### src/rtl/sevenseg_pkg.sv
// Shared seven-segment definitions: active-low digit patterns, frame error codes,
// decoder state encoding and the decimal recombination helper.
package sevenseg_pkg;

  localparam logic [6:0] SEG_0 = 7'h40;
  localparam logic [6:0] SEG_1 = 7'h79;
  localparam logic [6:0] SEG_2 = 7'h24;
  localparam logic [6:0] SEG_3 = 7'h30;
  localparam logic [6:0] SEG_4 = 7'h19;
  localparam logic [6:0] SEG_5 = 7'h12;
  localparam logic [6:0] SEG_6 = 7'h02;
  localparam logic [6:0] SEG_7 = 7'h78;
  localparam logic [6:0] SEG_8 = 7'h00;
  localparam logic [6:0] SEG_9 = 7'h10;

  localparam logic [1:0] ERR_NONE     = 2'b00;
  localparam logic [1:0] ERR_ILLEGAL  = 2'b01;
  localparam logic [1:0] ERR_TENS_SEC = 2'b10;
  localparam logic [1:0] ERR_RESTART  = 2'b11;

  localparam logic [2:0] LAST_INDEX = 3'd5;

  typedef enum logic [1:0] {
    ST_IDLE    = 2'd0,
    ST_COLLECT = 2'd1,
    ST_CONVERT = 2'd2
  } state_e;

  // 10*tens + units using shifts; both digits are at most 9 so 7 bits never overflow.
  function automatic logic [6:0] times10_plus(input logic [3:0] tens, input logic [3:0] units);
    logic [6:0] t;
    t = {3'b000, tens};
    return (t << 3) + (t << 1) + {3'b000, units};
  endfunction

endpackage

### src/rtl/sevenseg_digit_decode.sv
// Combinational decode of one active-low segment pattern to a BCD digit;
// the decimal point is ignored and unknown patterns are flagged illegal.
module sevenseg_digit_decode
  import sevenseg_pkg::*;
(
  input  logic [7:0] pattern,
  output logic [3:0] digit,
  output logic       legal
);

  logic unused_dp;
  assign unused_dp = pattern[7];

  // Pattern lookup
  always_comb begin
    digit = 4'd0;
    legal = 1'b1;
    case (pattern[6:0])
      SEG_0:   digit = 4'd0;
      SEG_1:   digit = 4'd1;
      SEG_2:   digit = 4'd2;
      SEG_3:   digit = 4'd3;
      SEG_4:   digit = 4'd4;
      SEG_5:   digit = 4'd5;
      SEG_6:   digit = 4'd6;
      SEG_7:   digit = 4'd7;
      SEG_8:   digit = 4'd8;
      SEG_9:   digit = 4'd9;
      default: begin
        digit = 4'd0;
        legal = 1'b0;
      end
    endcase
  end

endmodule

### src/rtl/sevenseg_frame_decoder.sv
// Reassembles a six-beat seven-segment frame into binary minutes, seconds and
// hundredths, reporting illegal patterns, bad tens-of-seconds and restarted frames.
module sevenseg_frame_decoder
  import sevenseg_pkg::*;
(
  input  logic       clk,
  input  logic       reset_n,
  input  logic [7:0] seg_data,
  input  logic       seg_valid,
  input  logic       seg_sof,
  output logic       seg_ready,
  output logic [6:0] stopwatch_unit_mins,
  output logic [5:0] stopwatch_unit_secs,
  output logic [6:0] stopwatch_unit_decs,
  output logic       frame_valid,
  output logic       frame_error,
  output logic [1:0] err_code
);

  state_e          state_q, state_d;
  logic [2:0]      idx_q, idx_d;
  logic [5:0][3:0] digits_q, digits_d;
  logic            illegal_q, illegal_d;
  logic            abort_q, abort_d;
  logic            seg_ready_q, seg_ready_d;
  logic [6:0]      mins_q, mins_d;
  logic [5:0]      secs_q, secs_d;
  logic [6:0]      decs_q, decs_d;
  logic            frame_valid_q, frame_valid_d;
  logic            frame_error_q, frame_error_d;
  logic [1:0]      err_code_q, err_code_d;

  logic [3:0]      dec_digit_s;
  logic            dec_legal_s;
  logic            beat_s;

  sevenseg_digit_decode u_digit_decode (
    .pattern (seg_data),
    .digit   (dec_digit_s),
    .legal   (dec_legal_s)
  );

  assign beat_s = seg_valid && seg_ready_q;

  // Next-state, digit capture, conversion and output-register computation
  always_comb begin
    state_d       = state_q;
    idx_d         = idx_q;
    digits_d      = digits_q;
    illegal_d     = illegal_q;
    abort_d       = 1'b0;
    mins_d        = mins_q;
    secs_d        = secs_q;
    decs_d        = decs_q;
    frame_valid_d = 1'b0;
    frame_error_d = 1'b0;
    err_code_d    = err_code_q;

    // A restart seen last cycle reports now; it can never coincide with CONVERT.
    if (abort_q) begin
      frame_error_d = 1'b1;
      err_code_d    = ERR_RESTART;
    end else begin
      frame_error_d = 1'b0;
    end

    case (state_q)
      ST_IDLE: begin
        if (beat_s && seg_sof) begin
          digits_d[0] = dec_digit_s;
          idx_d       = 3'd1;
          illegal_d   = ~dec_legal_s;
          state_d     = ST_COLLECT;
        end else begin
          state_d = ST_IDLE;
        end
      end

      ST_COLLECT: begin
        if (beat_s) begin
          if (seg_sof) begin
            abort_d     = 1'b1;
            digits_d[0] = dec_digit_s;
            idx_d       = 3'd1;
            illegal_d   = ~dec_legal_s;
          end else begin
            digits_d[idx_q] = dec_digit_s;
            illegal_d       = illegal_q | ~dec_legal_s;
            if (idx_q == LAST_INDEX) begin
              idx_d   = 3'd0;
              state_d = ST_CONVERT;
            end else begin
              idx_d = idx_q + 3'd1;
            end
          end
        end else begin
          state_d = ST_COLLECT;
        end
      end

      ST_CONVERT: begin
        state_d   = ST_IDLE;
        illegal_d = 1'b0;
        if (illegal_q) begin
          frame_error_d = 1'b1;
          err_code_d    = ERR_ILLEGAL;
        end else if (digits_q[2] > 4'd5) begin
          frame_error_d = 1'b1;
          err_code_d    = ERR_TENS_SEC;
        end else begin
          frame_valid_d = 1'b1;
          mins_d        = times10_plus(digits_q[0], digits_q[1]);
          secs_d        = 6'(times10_plus(digits_q[2], digits_q[3]));
          decs_d        = times10_plus(digits_q[4], digits_q[5]);
        end
      end

      default: begin
        state_d   = ST_IDLE;
        idx_d     = 3'd0;
        illegal_d = 1'b0;
      end
    endcase

    seg_ready_d = (state_d != ST_CONVERT);
  end

  // State and output registers
  always_ff @(posedge clk or negedge reset_n) begin
    if (!reset_n) begin
      state_q       <= ST_IDLE;
      idx_q         <= 3'd0;
      digits_q      <= '0;
      illegal_q     <= 1'b0;
      abort_q       <= 1'b0;
      seg_ready_q   <= 1'b1;
      mins_q        <= 7'd0;
      secs_q        <= 6'd0;
      decs_q        <= 7'd0;
      frame_valid_q <= 1'b0;
      frame_error_q <= 1'b0;
      err_code_q    <= ERR_NONE;
    end else begin
      state_q       <= state_d;
      idx_q         <= idx_d;
      digits_q      <= digits_d;
      illegal_q     <= illegal_d;
      abort_q       <= abort_d;
      seg_ready_q   <= seg_ready_d;
      mins_q        <= mins_d;
      secs_q        <= secs_d;
      decs_q        <= decs_d;
      frame_valid_q <= frame_valid_d;
      frame_error_q <= frame_error_d;
      err_code_q    <= err_code_d;
    end
  end

  assign seg_ready           = seg_ready_q;
  assign stopwatch_unit_mins = mins_q;
  assign stopwatch_unit_secs = secs_q;
  assign stopwatch_unit_decs = decs_q;
  assign frame_valid         = frame_valid_q;
  assign frame_error         = frame_error_q;
  assign err_code            = err_code_q;

endmodule
### config.mk
export PLATFORM = sky130hd
export DESIGN_NAME = sevenseg_frame_decoder
export DESIGN_NICKNAME = d
export VERILOG_FILES = /design/src/rtl/sevenseg_pkg.sv /design/src/rtl/sevenseg_digit_decode.sv /design/src/rtl/sevenseg_frame_decoder.sv
export SDC_FILE = /design/constraint.sdc
export NUM_CORES = 1
export LEC_CHECK = 0
export ABC_AREA = 0
export CORE_UTILIZATION = 60
export DETAILED_ROUTE_END_ITERATION = 10
export GPL_TIMING_DRIVEN = 0
export PLACE_DENSITY = 0.87
export SLEW_MARGIN = 40
export SYNTH_ARGS = -nofsm -noshare
export SYNTH_HDL_FRONTEND = slang
export SYNTH_SLANG_ARGS = --single-unit
### constraint.sdc
create_clock -name clk -period 3.18 [get_ports clk]
set_clock_uncertainty 0.05 [all_clocks]
set_input_delay 0.954 -clock clk [delete_from_list [all_inputs] [get_ports clk]]
set_output_delay 0.954 -clock clk [all_outputs]
set_load 0.1 [all_outputs]
==> results of run 1 <==
-- power breakdown --
part	total [uW]	leakage, uW	internal (uW)	switching, uW
sequential	796	0.000747	756	40.0
clock	395	0.0000455	178	216
combinational	234	0.000907	97.8	136
-- stage by stage --
| step | power [uW] | setup TNS, ns | setup WS (ns) |
|---|---|---|---|
| 5_1_grt | 1500 | 0 | 0.326 |
| 3_3_place_gp | 1030 | -28.97 | -0.529 |
| 2_1_floorplan | 963 | 0 | 0.982 |
| 3_5_place_dp | 1040 | 0 | 0.128 |
| 4_1_cts | 1440 | 0 | 0.469 |
| 6_report | 1420 | 0 | 0.456 |
-- state kept, by name, summed over array words and instances, names as in the netlist --
| register | flops |
|---|---|
| stopwatch_unit_decs | 7 |
| abort_q | 1 |
| idx_q | 3 |
| frame_error | 1 |
| seg_ready | 1 |
| err_code | 2 |
| digits_q | 24 |
| frame_valid | 1 |
| illegal_q | 1 |
| state_q | 2 |
| stopwatch_unit_secs | 6 |
| stopwatch_unit_mins | 7 |
-- layer usage --
layer | wire [um] | global-route usage (%) | up-vias | part of all wire [%]
met1 | 2340 | 30.1 | 1010 | 44
met3 | 203 | 3.75 | 6 | 3.8
met4 | 45 | 5.88 | 0 | 0.84
li1 | - | - | 1005 | -
met2 | 2740 | 40.8 | 58 | 51
met5 | 0 | 0 | - | 0
-- path summary, 6_finish.rpt --
kind | endpoint | cells past startpoint
worst max-delay path | digits_q[6] | 5
worst min-delay path | stopwatch_unit_mins[5] | 2
worst max register to register | stopwatch_unit_decs[6] | 7
worst min register to register | stopwatch_unit_mins[5] | 2
max in group asynchronous | seg_ready | 2
min in group asynchronous | frame_valid | 1
-- cell type report --
class                      instances  area, sq um
multi-input combinational        177         1430
sequential                        56         1400
fill                             337         1370
timing repair buffer              34          223
clock buffer                       8         90.1
tap                               67         83.8
inverter                          22         82.6
buffer                             9         35.0
-- tightest hold or removal path, delay by kind of cell, from the launching register on --
kind	cells	cell delay (ns)
AOI/OAI and AO/OA	1	0.06
and+or+nand+nor	1	0.04
DFF	1	0.35
-- cell usage in the layout (no fill, tap or decap), drive strengths merged, types with 3 or more instances in the layout --
cell type / n
o31ai: 6
clkdlybuf4s50: 7
inv: 22
ha: 20
nand4: 3
clkbuf: 15
dfrtp: 55
a21oi: 8
nand2b: 7
buf: 29
xor2: 5
a21o: 5
nor3: 3
fa: 6
o21ai: 19
mux2: 26
nand3: 4
xnor2: 4
nand2: 19
nor2: 7
nor2b: 7
-- kinds of logic (layout without fill, tap and decap cells) --
| kind of cell | Yosys count | count (layout) | share of synthesized area (%) |
|---|---|---|---|
| simple gates | 65 | 65 | 12.7 |
| flops | 56 | 56 | 47.5 |
| compound gates | 51 | 51 | 10.7 |
| buf+inv | 31 | 73 | 3.98 |
| fa+ha+maj | 26 | 26 | 12.5 |
| mux | 26 | 26 | 9.92 |
| xor+xnor | 9 | 9 | 2.67 |
==> flow_metrics.tcl, run 1 <==
set metrics [dict create \
    htree_levels 2 \
    seq_area_frac_synth_pct 47.5 \
    clk_latency_ns 0.30 \
    io_buffers 33 \
    syn-cell-area_sq_um 2950 \
    synth_top_cell_area_share_pct 46.6 \
    fin_hold_ws_ns 0.427 \
    syn_to_final_growth_pct 13.4 \
    min_period_ns 2.72 \
    cap_violations 0 \
    synth_most_common_cell "dfrtp_1" \
    status "complete, but fails checks" \
    violations "DRC" \
    vias 2079 \
    setup_viol 0 \
    yosys_most_used_dff "dfrtp_1" \
    postLayoutCoreUtil_pct 70.9 \
    async_flop_share_pct 100 \
    ys.warnings.count 0 \
    arrival_ns 2.92 \
    rsz0062_at_grt "no" \
    total_leakage_power_uw 0.00170 \
    synth_enable_flop_cells 0 \
    antenna_found_initial 0 \
    cts-buffers-inserted 5 \
    cts_resized 0 \
    slew_viol_final 0 \
    fin_crit_sh_pct 85.7 \
    floorplan.initialDensity_pct 62.5 \
    dp.cells 365 \
    ys_seq_elements 56 \
    die_h_um 72.2 \
    grt-ovfl-total 0 \
    n_antenna_cell 0 \
    slew_headroom_pct 46.1 \
    grtUsageTotal_pct 23.2 \
    layout-drive-gt1-share_pct 19.9 \
    drtIter0Drc 162 \
    startpoint "seg_data[0]" \
    start_kind "input port" \
    slowest_stage "a31oi_1" \
    clock_sinks 56 \
    clk_path_buf_depth 2 \
    firstDrtPassIters 7 \
    dpl_cell_area_sq_um 3260 \
    clk_pin_slew_ns 0.09 \
    cts_tree "done" \
    timing.rr.start "digits_q[18]" \
    pwr_density_cell_nw_per_um2 425 \
    postCtsSetupBuffers 0 \
    grt_pass1_wl_um 9340 \
    critical_path_class "in2reg" \
    worstPathCellList "clkdlybuf4s50_1 -> clkbuf_1 -> nand4_1 -> a31oi_1 -> mux2_2" \
    gp_congestion 0.889 \
    vias_per_cell 5.57 \
    wl_per_cell_um 14.3 \
    hpwl_um 4050 \
    endpoint_kind "flip-flop" \
    grt_max_degree 33 \
    instances_no_fill 373 \
    postLayoutCellArea_sq_um 3350 \
    clockRootBuffer "clkbuf_8" \
    clock.fmax_mhz 367 \
    core_area_sq_um 4720 \
    final_hold_viol_count 0 \
    nets 343 \
    syn-num-nets 302 \
    synthTopCellsByArea "dfrtp_1, mux2_2, ha_1" \
    synth_common_cells "dfrtp_1, mux2_2, inv_1" \
    max_stage_delay_ns 0.62 \
    required_ns 3.37 \
    hold_start "stopwatch_unit_mins[5]" \
    synth_top_area_cell "dfrtp_1" \
    ios 37 \
    reg2reg_setup_slack_ns 1.01 \
    syn_area_per_cell_sq_um 11.2 \
    yosysUniqueCellTypes 43 \
    path_delay_family "buffers and inverters" \
    tightest_slew_ns 0.802 \
    chipWidth_um 72.2 \
    dieArea_sq_um 5210 \
    critPathBufInv 2 \
    fp-row-count 25 \
    cts_hold_buf 0 \
    peakVddDrop_mv 0.359 \
    syn_inst 264 \
    wl_um 5330 \
    min_path_type "reg2reg" \
    grt_pass1_vias 2085 \
    cp_max_fo 10 \
    drc_errors 2 \
    drtAntennaViolNets 0 \
]
No activity file was read; power rests on OpenSTA's default activity.
==> run 2: changes to the inputs <==
--- a/config.mk
+++ b/config.mk
@@ -7,6 +7,7 @@
 export LEC_CHECK = 0
 export ABC_AREA = 0
 export CORE_UTILIZATION = 60
+export CTS_BUF_LIST = sky130_fd_sc_hd__clkbuf_8
 export DETAILED_ROUTE_END_ITERATION = 10
 export GPL_TIMING_DRIVEN = 0
 export PLACE_DENSITY = 0.87
==> run 2 against run 1 <==
  * The flow still finishes with violations (DRC)
  * Sequential power barely moved
  * Final area stayed put
  * Non-clock buffer count unchanged
  * Core utilization unchanged
  * Global-route usage is the same
  * Combinational power about the same
  * Critical path depth is 1 lower
  * Largest power group unchanged
  * Highest routed layer unchanged
==> flow_metrics.tcl, run 2 (same netlist as run 1, synthesis figures left out) <==
set metrics [dict create \
    floorplan.initialDensity_pct 62.5 \
    endpoint_kind "flip-flop" \
    violations "DRC" \
    rsz0062_at_grt "no" \
    slew_headroom_pct 44.3 \
    cts_resized 0 \
    top_register "digits_q" \
    min_path_type "reg2reg" \
    grt_pass1_vias 2085 \
    n_antenna_cell 0 \
    hpwl_um 4050 \
    switching_share_pct 27.7 \
    instances_no_fill 373 \
    gp_congestion 0.889 \
    power_uw 1420 \
    seq_power_share_pct 56.1 \
    clk_path_buf_depth 2 \
    seq_area_sq_um 1400 \
    syn_to_final_growth_pct 13.4 \
    clock_sinks 56 \
    fin_crit_sh_pct 86.0 \
    clk_pin_slew_ns 0.09 \
    tightest_slew_ns 0.829 \
    wl_per_cell_um 14.3 \
    dp.cells 365 \
    vias_per_cell 5.55 \
    postCtsSetupBuffers 0 \
    required_ns 3.32 \
    ios 37 \
    vias 2072 \
    total_leakage_power_uw 0.00171 \
    cp_max_fo 9 \
    arrival_ns 2.88 \
    max_stage_delay_ns 0.70 \
    p_switching_uw 394 \
    core_area_sq_um 4720 \
    status "complete, but fails checks" \
    final_hold_viol_count 0 \
    drc_errors 2 \
    nFillCells 337 \
    slew_viol_final 0 \
    slowest_stage "nor3_1" \
    chipWidth_um 72.2 \
    cts_tree "done" \
    antenna_found_initial 0 \
    peakVddDrop_mv 0.358 \
    htree_levels 2 \
    clockRootBuffer "clkbuf_8" \
    min_period_ns 2.74 \
    drtIter0Drc 147 \
    p_clk_share_pct 27.5 \
    grt_max_degree 33 \
    clock.fmax_mhz 366 \
    comb_power_share_pct 16.5 \
    nets 343 \
    p_int_uw 1030 \
    grt-ovfl-total 0 \
    drtAntennaViolNets 0 \
    fp-row-count 25 \
    wl_um 5330 \
    largest_reg_flops 24 \
    cts_hold_buf 0 \
    start_kind "input port" \
    worstPathCellList "clkdlybuf4s50_1 -> nand3b_1 -> nor3_1 -> mux2_2" \
    grt_pass1_wl_um 9340 \
    clk_latency_ns 0.30 \
    most-common-layout-cells "dfrtp_1, buf_2, inv_1" \
    grtUsageTotal_pct 23.2 \
    multiInputGateArea_sq_um 1430 \
    firstDrtPassIters 7 \
    pwr_density_cell_nw_per_um2 424 \
    cap_violations 0 \
    layout-drive-gt1-share_pct 19.9 \
    critical_path_class "in2reg" \
    dieArea_sq_um 5210 \
    final_common_cell "dfrtp_1" \
    cts-buffers-inserted 5 \
    setup_tns_ns 0 \
    die_h_um 72.2 \
    io_buffers 33 \
    setup_viol 0 \
]
## run 2: changes by cell type in the layout (fill, tap and decap cells not counted)
cell and change:
inv_1 +2, clkbuf_1 -2
## run 2: through the flow
stage | util [%] | worst slack [ns] | hold WS (ns) | area (sq um)
after floorplan | - | 0.982 | 0.403 | 2950
after global placement | 71.3 | -0.529 | 0.411 | 3370
after detailed placement | 69.0 | 0.128 | 0.415 | 3260
after CTS | 70.9 | 0.469 | 0.437 | 3350
after global routing | 70.9 | 0.326 | 0.475 | 3350
final | 70.9 | 0.444 | 0.427 | 3350
## run 2: layout make-up
cell class,instances,share of cell area [%]
plain buffers,9,1.05
clock buffers,6,2.47
clock inverters,2,0.224
inverters,22,2.47
multi-input cells,177,42.8
flip-flops and latches,56,41.9
well taps,67,2.50
repair buffers,34,6.65
## run 2: routing by layer
metal / GRT usage [%] / wire length [um] / vias to the layer above
met3: 3.75 / 190 / 6
met2: 40.8 / 2740 / 57
li1: - / - / 1005
met1: 30.1 / 2350 / 1004
met4: 5.88 / 48 / 0
met5: 0 / 0 / -
## run 2: path summary, 6_finish.rpt
kind	startpoint	slack, ns	endpoint	cells after the start
setup / recovery	seg_sof	0.44	digits_q[12]	4
hold / removal	stopwatch_unit_mins[5]	0.43	stopwatch_unit_mins[5]	2
setup reg to reg	digits_q[18]	1.01	stopwatch_unit_decs[6]	7
hold reg to reg	stopwatch_unit_mins[5]	0.43	stopwatch_unit_mins[5]	2
max in group asynchronous	reset_n	2.06	seg_ready	2
min in group asynchronous	reset_n	0.49	frame_valid	1
## run 2: critical path, delay by kind of cell
family        cells  cell delay [ns]
simple gates      2             0.97
buf+inv           1             0.54
mux               1             0.41
## run 2: power by group through the flow
stage | logic [uW] | clock network [uW] | registers, uW
floorplan | 148 | 0 | 815
global placement | 224 | 0 | 808
detailed placement | 234 | 0 | 809
CTS | 237 | 398 | 796
global route | 270 | 421 | 802
finish | 234 | 390 | 796
==> run 3: changes to the inputs <==
--- a/config.mk
+++ b/config.mk
@@ -8,6 +8,7 @@
 export ABC_AREA = 0
 export CORE_UTILIZATION = 60
 export CTS_BUF_LIST = sky130_fd_sc_hd__clkbuf_8
+export CTS_CLUSTER_SIZE = 40
 export DETAILED_ROUTE_END_ITERATION = 10
 export GPL_TIMING_DRIVEN = 0
 export PLACE_DENSITY = 0.87
==> results of run 3 <==
Final layout, timing and power as in run 2 (identical DEF).
